**src/rtl/altsyncram_arbiter.sv**
```systemverilog
// Two-requester arbiter and clear-on-reset sequencer for one altsyncram port.
// After reset (or an init_req pulse) every word is overwritten with INIT_VALUE.
// Then the port is shared round-robin between two valid/ready requesters, and
// read data is steered back to the issuer through a tag pipeline whose depth
// matches the RAM read latency.
module altsyncram_arbiter #(
  parameter int unsigned           ADDR_WIDTH = 10,
  parameter int unsigned           DATA_WIDTH = 32,
  parameter int unsigned           BE_WIDTH   = DATA_WIDTH / 8,
  parameter int unsigned           RD_LATENCY = 1,
  parameter logic [DATA_WIDTH-1:0] INIT_VALUE = '0
) (
  input  logic                  clock0,
  input  logic                  aclr_n,
  input  logic                  init_req,
  output logic                  init_done,
  // Requester 0
  input  logic                  req0_valid,
  output logic                  req0_ready,
  input  logic                  req0_we,
  input  logic [ADDR_WIDTH-1:0] req0_adr,
  input  logic [BE_WIDTH-1:0]   req0_be,
  input  logic [DATA_WIDTH-1:0] req0_d,
  output logic                  rsp0_valid,
  output logic [DATA_WIDTH-1:0] rsp0_q,
  // Requester 1
  input  logic                  req1_valid,
  output logic                  req1_ready,
  input  logic                  req1_we,
  input  logic [ADDR_WIDTH-1:0] req1_adr,
  input  logic [BE_WIDTH-1:0]   req1_be,
  input  logic [DATA_WIDTH-1:0] req1_d,
  output logic                  rsp1_valid,
  output logic [DATA_WIDTH-1:0] rsp1_q,
  // RAM port A
  output logic [ADDR_WIDTH-1:0] mem_address,
  output logic                  mem_wren,
  output logic                  mem_rden,
  output logic [BE_WIDTH-1:0]   mem_byteena,
  output logic [DATA_WIDTH-1:0] mem_data,
  input  logic [DATA_WIDTH-1:0] mem_q
);

  // Only the two altsyncram output-register settings are meaningful.
  if (RD_LATENCY != 1 && RD_LATENCY != 2) begin : gen_bad_latency
    $error("altsyncram_arbiter: RD_LATENCY must be 1 or 2");
  end
  if (DATA_WIDTH % 8 != 0 || BE_WIDTH != DATA_WIDTH / 8) begin : gen_bad_width
    $error("altsyncram_arbiter: DATA_WIDTH must be a multiple of 8 with one BE per byte");
  end

  // Keeps vector sizes legal even when the latency check above fires.
  localparam int unsigned TagDepth = (RD_LATENCY < 1) ? 1 : RD_LATENCY;

  typedef enum logic [0:0] {StInit, StRun} state_e;

  state_e                state_q, state_d;
  logic [ADDR_WIDTH-1:0] clr_cnt_q, clr_cnt_d;
  logic                  prio_q, prio_d;
  logic [TagDepth-1:0]   tag_vld_q, tag_vld_d;
  logic [TagDepth-1:0]   tag_id_q, tag_id_d;
  logic [ADDR_WIDTH-1:0] addr_hold_q;
  logic [BE_WIDTH-1:0]   be_hold_q;
  logic [DATA_WIDTH-1:0] data_hold_q;

  logic                  gnt0, gnt1, conflict;
  logic                  rd_hs;
  logic [ADDR_WIDTH-1:0] addr_c;
  logic [BE_WIDTH-1:0]   be_c;
  logic [DATA_WIDTH-1:0] data_c;
  logic                  wren_c, rden_c;

  // Grant: a lone requester always wins; on a conflict prio picks the winner.
  always_comb begin
    gnt0     = 1'b0;
    gnt1     = 1'b0;
    conflict = 1'b0;
    if (state_q == StRun) begin
      if (req0_valid && req1_valid) begin
        conflict = 1'b1;
        gnt0     = ~prio_q;
        gnt1     = prio_q;
      end else begin
        gnt0 = req0_valid;
        gnt1 = req1_valid;
      end
    end
  end

  // Priority passes to the loser of each conflict, i.e. flips on every conflict.
  always_comb begin
    prio_d = prio_q;
    if (conflict) begin
      prio_d = ~prio_q;
    end
  end

  // Sequencer next state: walk the clear counter, then hand the port to the requesters.
  always_comb begin
    state_d   = state_q;
    clr_cnt_d = clr_cnt_q;
    unique case (state_q)
      StInit: begin
        if (init_req) begin
          clr_cnt_d = '0;
        end else begin
          clr_cnt_d = clr_cnt_q + ADDR_WIDTH'(1);
          if (clr_cnt_q == {ADDR_WIDTH{1'b1}}) begin
            state_d = StRun;
          end
        end
      end
      StRun: begin
        if (init_req) begin
          state_d   = StInit;
          clr_cnt_d = '0;
        end
      end
      default: begin
        state_d   = StInit;
        clr_cnt_d = '0;
      end
    endcase
  end

  // RAM port mux: clear writes in INIT, the granted requester in RUN, else hold.
  always_comb begin
    addr_c = addr_hold_q;
    be_c   = be_hold_q;
    data_c = data_hold_q;
    wren_c = 1'b0;
    rden_c = 1'b0;
    if (state_q == StInit) begin
      addr_c = clr_cnt_q;
      be_c   = {BE_WIDTH{1'b1}};
      data_c = INIT_VALUE;
      wren_c = 1'b1;
    end else if (gnt0) begin
      addr_c = req0_adr;
      be_c   = req0_be;
      data_c = req0_d;
      wren_c = req0_we;
      rden_c = ~req0_we;
    end else if (gnt1) begin
      addr_c = req1_adr;
      be_c   = req1_be;
      data_c = req1_d;
      wren_c = req1_we;
      rden_c = ~req1_we;
    end
  end

  // Tag pipeline next state: stage 0 captures the read handshake, later stages shift.
  always_comb begin
    rd_hs       = (gnt0 && !req0_we) || (gnt1 && !req1_we);
    tag_vld_d   = tag_vld_q;
    tag_id_d    = tag_id_q;
    tag_vld_d[0] = rd_hs;
    tag_id_d[0]  = gnt1;
    for (int k = 1; k < TagDepth; k++) begin
      tag_vld_d[k] = tag_vld_q[k-1];
      tag_id_d[k]  = tag_id_q[k-1];
    end
  end

  // State, arbitration and tag registers.
  always_ff @(posedge clock0 or negedge aclr_n) begin
    if (!aclr_n) begin
      state_q   <= StInit;
      clr_cnt_q <= '0;
      prio_q    <= 1'b0;
      tag_vld_q <= '0;
      tag_id_q  <= '0;
    end else begin
      state_q   <= state_d;
      clr_cnt_q <= clr_cnt_d;
      prio_q    <= prio_d;
      tag_vld_q <= tag_vld_d;
      tag_id_q  <= tag_id_d;
    end
  end

  // Remember the last address/data driven so idle cycles do not toggle the RAM bus.
  always_ff @(posedge clock0 or negedge aclr_n) begin
    if (!aclr_n) begin
      addr_hold_q <= '0;
      be_hold_q   <= '0;
      data_hold_q <= '0;
    end else begin
      addr_hold_q <= addr_c;
      be_hold_q   <= be_c;
      data_hold_q <= data_c;
    end
  end

  // Outputs; the RAM bus is forced quiet while reset is held.
  always_comb begin
    mem_address = aclr_n ? addr_c : '0;
    mem_byteena = aclr_n ? be_c : '0;
    mem_data    = aclr_n ? data_c : '0;
    mem_wren    = aclr_n & wren_c;
    mem_rden    = aclr_n & rden_c;
    init_done   = (state_q == StRun);
    req0_ready  = gnt0;
    req1_ready  = gnt1;
    rsp0_valid  = tag_vld_q[TagDepth-1] & ~tag_id_q[TagDepth-1];
    rsp1_valid  = tag_vld_q[TagDepth-1] & tag_id_q[TagDepth-1];
    // Read data is broadcast; only rsp{i}_valid qualifies it.
    rsp0_q      = mem_q;
    rsp1_q      = mem_q;
  end

endmodule

```
**config.mk**
```make
export PLATFORM = sky130hd
export DESIGN_NAME = altsyncram_arbiter
export DESIGN_NICKNAME = d
export VERILOG_FILES = /design/src/rtl/altsyncram_arbiter.sv
export SDC_FILE = /design/constraint.sdc
export NUM_CORES = 1
export LEC_CHECK = 0
export BUFFER_PORTS_ARGS = -buffer_cell sky130_fd_sc_hd__buf_2
export CAP_MARGIN = 20
export CORE_AREA = 2 2 103 105
export CTS_BUF_LIST = sky130_fd_sc_hd__clkbuf_8
export CTS_CLUSTER_SIZE = 30
export DETAILED_ROUTE_END_ITERATION = 6
export DIE_AREA = 0 0 105 107
export PLACE_DENSITY = 0.82
export SYNTH_ARGS = -nofsm -noshare
export SYNTH_HDL_FRONTEND = slang
export SYNTH_SLANG_ARGS = --single-unit
```
**constraint.sdc**
```tcl
create_clock -name clock0 -period 2.1 [get_ports clock0]
set_input_delay 0 -clock clock0 [delete_from_list [all_inputs] [get_ports clock0]]
set_output_delay 0 -clock clock0 [all_outputs]
set_load 0.01 [all_outputs]
```
==> out/results.ini <==
[pwr]
power_density_nw_per_um2 = 492
max-vdd-ir-drop_mv = 0.341
power.leakage_nw = 2.46

[sta]
max_slew_margin = 0.589
finalSetupViolCount = 0
setup_tns_ns = 0
final-hold-violation-count = 0
clock.fmax_mhz = 510
fin_crit_sh = 0.933
rsz0062_at_grt = false
worst_clock_skew_ns = 0.0113
period_needed_ns = 1.96
slew_violations = 0
worst_slew_pin_slew_ns = 0.616

[layout]
layout_commonest_cell = buf_2
final_cell_mix = 151 x buf_2, 66 x nor3_1, 59 x dfrtp_1
final_cells = 732
area_growth_pct = 14.5
antenna_cells = 0
utilization = 0.525
drive_gt1_frac = 0.441
fillers = 937
final_nets = 723

[routing]
ant_nets = 0
drc = 0
wl_per_cell_um = 16.8
dr.pass1.iters = 5
drt_iter0_markers = 206
routed_wl_mm = 12.3
vias = 4222
routed_via_density = 5.77

[worst_setup_path]
cp_max_fo = 40
critPathKind = reg -> reg
end_kind = flip-flop
worstPathArrival_ns = 2.24
slowest_stage = dlygate4sd3_1
crit_chain = buf_4, nand3_1, o32ai_1, dlygate4sd3_1
critPathRequiredTime_ns = 2.37
start_kind = flip-flop
cpPeakStageDelay_ns = 0.59

[global_route]
grt_max_degree = 50
grt_pass1_wl_mm = 19.6
antenna_found_initial = 0
grt_pass1_vias = 4195
grt_usage = 0.215
grt_overflow = 0

[clocking]
cts.clk_slew.worst_paths_ns = 0.07
root_buffer = clkbuf_8
clock_path_buffers = 2
worst_skew_pair.late_latency_ns = 0.34
htree_levels = 3
tritoncts = built
cts_buffers = 9
cts.sink_count = 60

[die]
pin_count = 248
start_util = 0.458
dieArea_um2 = 11200
core-area_um2 = 10100
fp-row-count = 37
die_x_um = 105
die_height_um = 107

[logic_synthesis]
syn_area_um2 = 4630
yosys_warnings = 0
async_flop_share = 1.00
ys_ff_latch = 60
syn_nets = 642
syn_avg_cell_area_um2 = 9.07
synth-edff-count = 0
ys.flop_type = dfrtp_1
synthCells = 510
synth_cell_types = 45
ys_seq_area_frac = 0.325

[placement]
io_buffers = 151
dp.cells = 706
place.gp.congestion = 0.860
dp_hpwl_mm = 8.65

[worst_hold_path]
min_path_type = in -> out

[run]
cap_viol_max_count = 0

[outcome]
run_status = finished, final reports clean

cell usage after synthesis (all sizes together) (4+ instances only):
cell	count	area, um^2
nor3b	36	270
nand2b	16	100
buf	90	646
o22ai	6	37.5
or3	7	43.8
a211oi	7	52.6
mux2i	9	90.1
nand2	10	40.0
clkbuf	18	67.6
o31a	5	43.8
o221ai	32	280
or2	34	213
nand3	5	25.0
a21oi	15	75.1
dfrtp	60	1500
mux2	39	439
nor3	66	330
nor2	11	41.3
nor2b	4	25.0
o21ai	7	35.0
per-stage QoR:
stage / area, um^2 / hold WS, ns / power, mW / setup WS, ns
after floorplan: 4630 / -0.296 / 1.50 / 0.511
after global placement: 4990 / 0.000100 / 1.53 / 0.488
after detailed placement: 4990 / 0.000100 / 1.54 / 0.449
after CTS: 5290 / 0.000100 / 2.64 / 0.0631
after global routing: 5300 / 0.0000251 / 2.72 / 0.0388
final: 5300 / 0.00000238 / 2.61 / 0.140
metal layers:
metal,GRT usage,share of wire
met2,0.371,0.49
met5,0,0
met4,0.0905,0.018
met3,0.0505,0.075
met1,0.257,0.42
timing repair:
action,in CTS,in global routing
setup buffers,0,0
hold endpoints to repair,74,0
hold buffers,10,0
endpoints found under the setup margin,0,7
gates resized for setup,0,1
worst max-delay path: cells and delay by family (launching register included):
kind	cells	cell delay [ns]
flip-flops	1	0.40
buffers and inverters	2	0.96
AND/OR/NAND/NOR	1	0.31
AO/OA/AOI/OAI	1	0.21
logic make-up (layout without fill, tap and decap cells):
group,count (synthesis),after routing,synth area share
and+or+nand+nor,199,199,0.250
buffers and inverters,111,197,0.157
AOI/OAI and AO/OA,86,86,0.142
DFF,60,60,0.325
muxes,48,48,0.114
xor gates and xnor gates,5,5,0.00947
adders and majority gates,1,1,0.00270
area by class of cell:
type                    instances  area (um^2)  area share
clock inverters                 5         51.3     0.00968
inverters                       3         11.3     0.00213
clock buffers                  11          151      0.0286
flip-flops and latches         60         1500       0.284
multi-input cells             339         2410       0.456
well taps                     136          170      0.0321
repair buffers                178          996       0.188
flip-flops by register name, indices dropped and copies added (netlist names):
| register | cells |
|---|---|
| prio_q | 1 |
| clr_cnt_q | 10 |
| init_done | 1 |
| tag_id_q | 1 |
| be_hold_q | 4 |
| tag_vld_q | 1 |
| addr_hold_q | 10 |
| data_hold_q | 32 |
final timing paths:
kind | to | startpoint | depth (start not counted) | slack (ns)
setup / recovery | tag_vld_q | init_done | 4 | 0.14
hold / removal | rsp0_q[17] | mem_q[17] | 0 | 0.000002
setup reg to reg | tag_vld_q | init_done | 4 | 0.14
hold reg to reg | clr_cnt_q[5] | clr_cnt_q[5] | 2 | 0.57
max in group asynchronous | init_done | aclr_n | 3 | 1.23
min in group asynchronous | clr_cnt_q[4] | aclr_n | 3 | 0.27
power by group:
| group | leakage, nW | internal (mW) | switching, mW |
|---|---|---|---|
| registers | 0.811 | 1.16 | 0.00919 |
| logic | 1.54 | 0.173 | 0.190 |
| clock network | 0.107 | 0.605 | 0.467 |
| total | 2.46 | 1.94 | 0.666 |
Power figures use the tool's default switching activity.
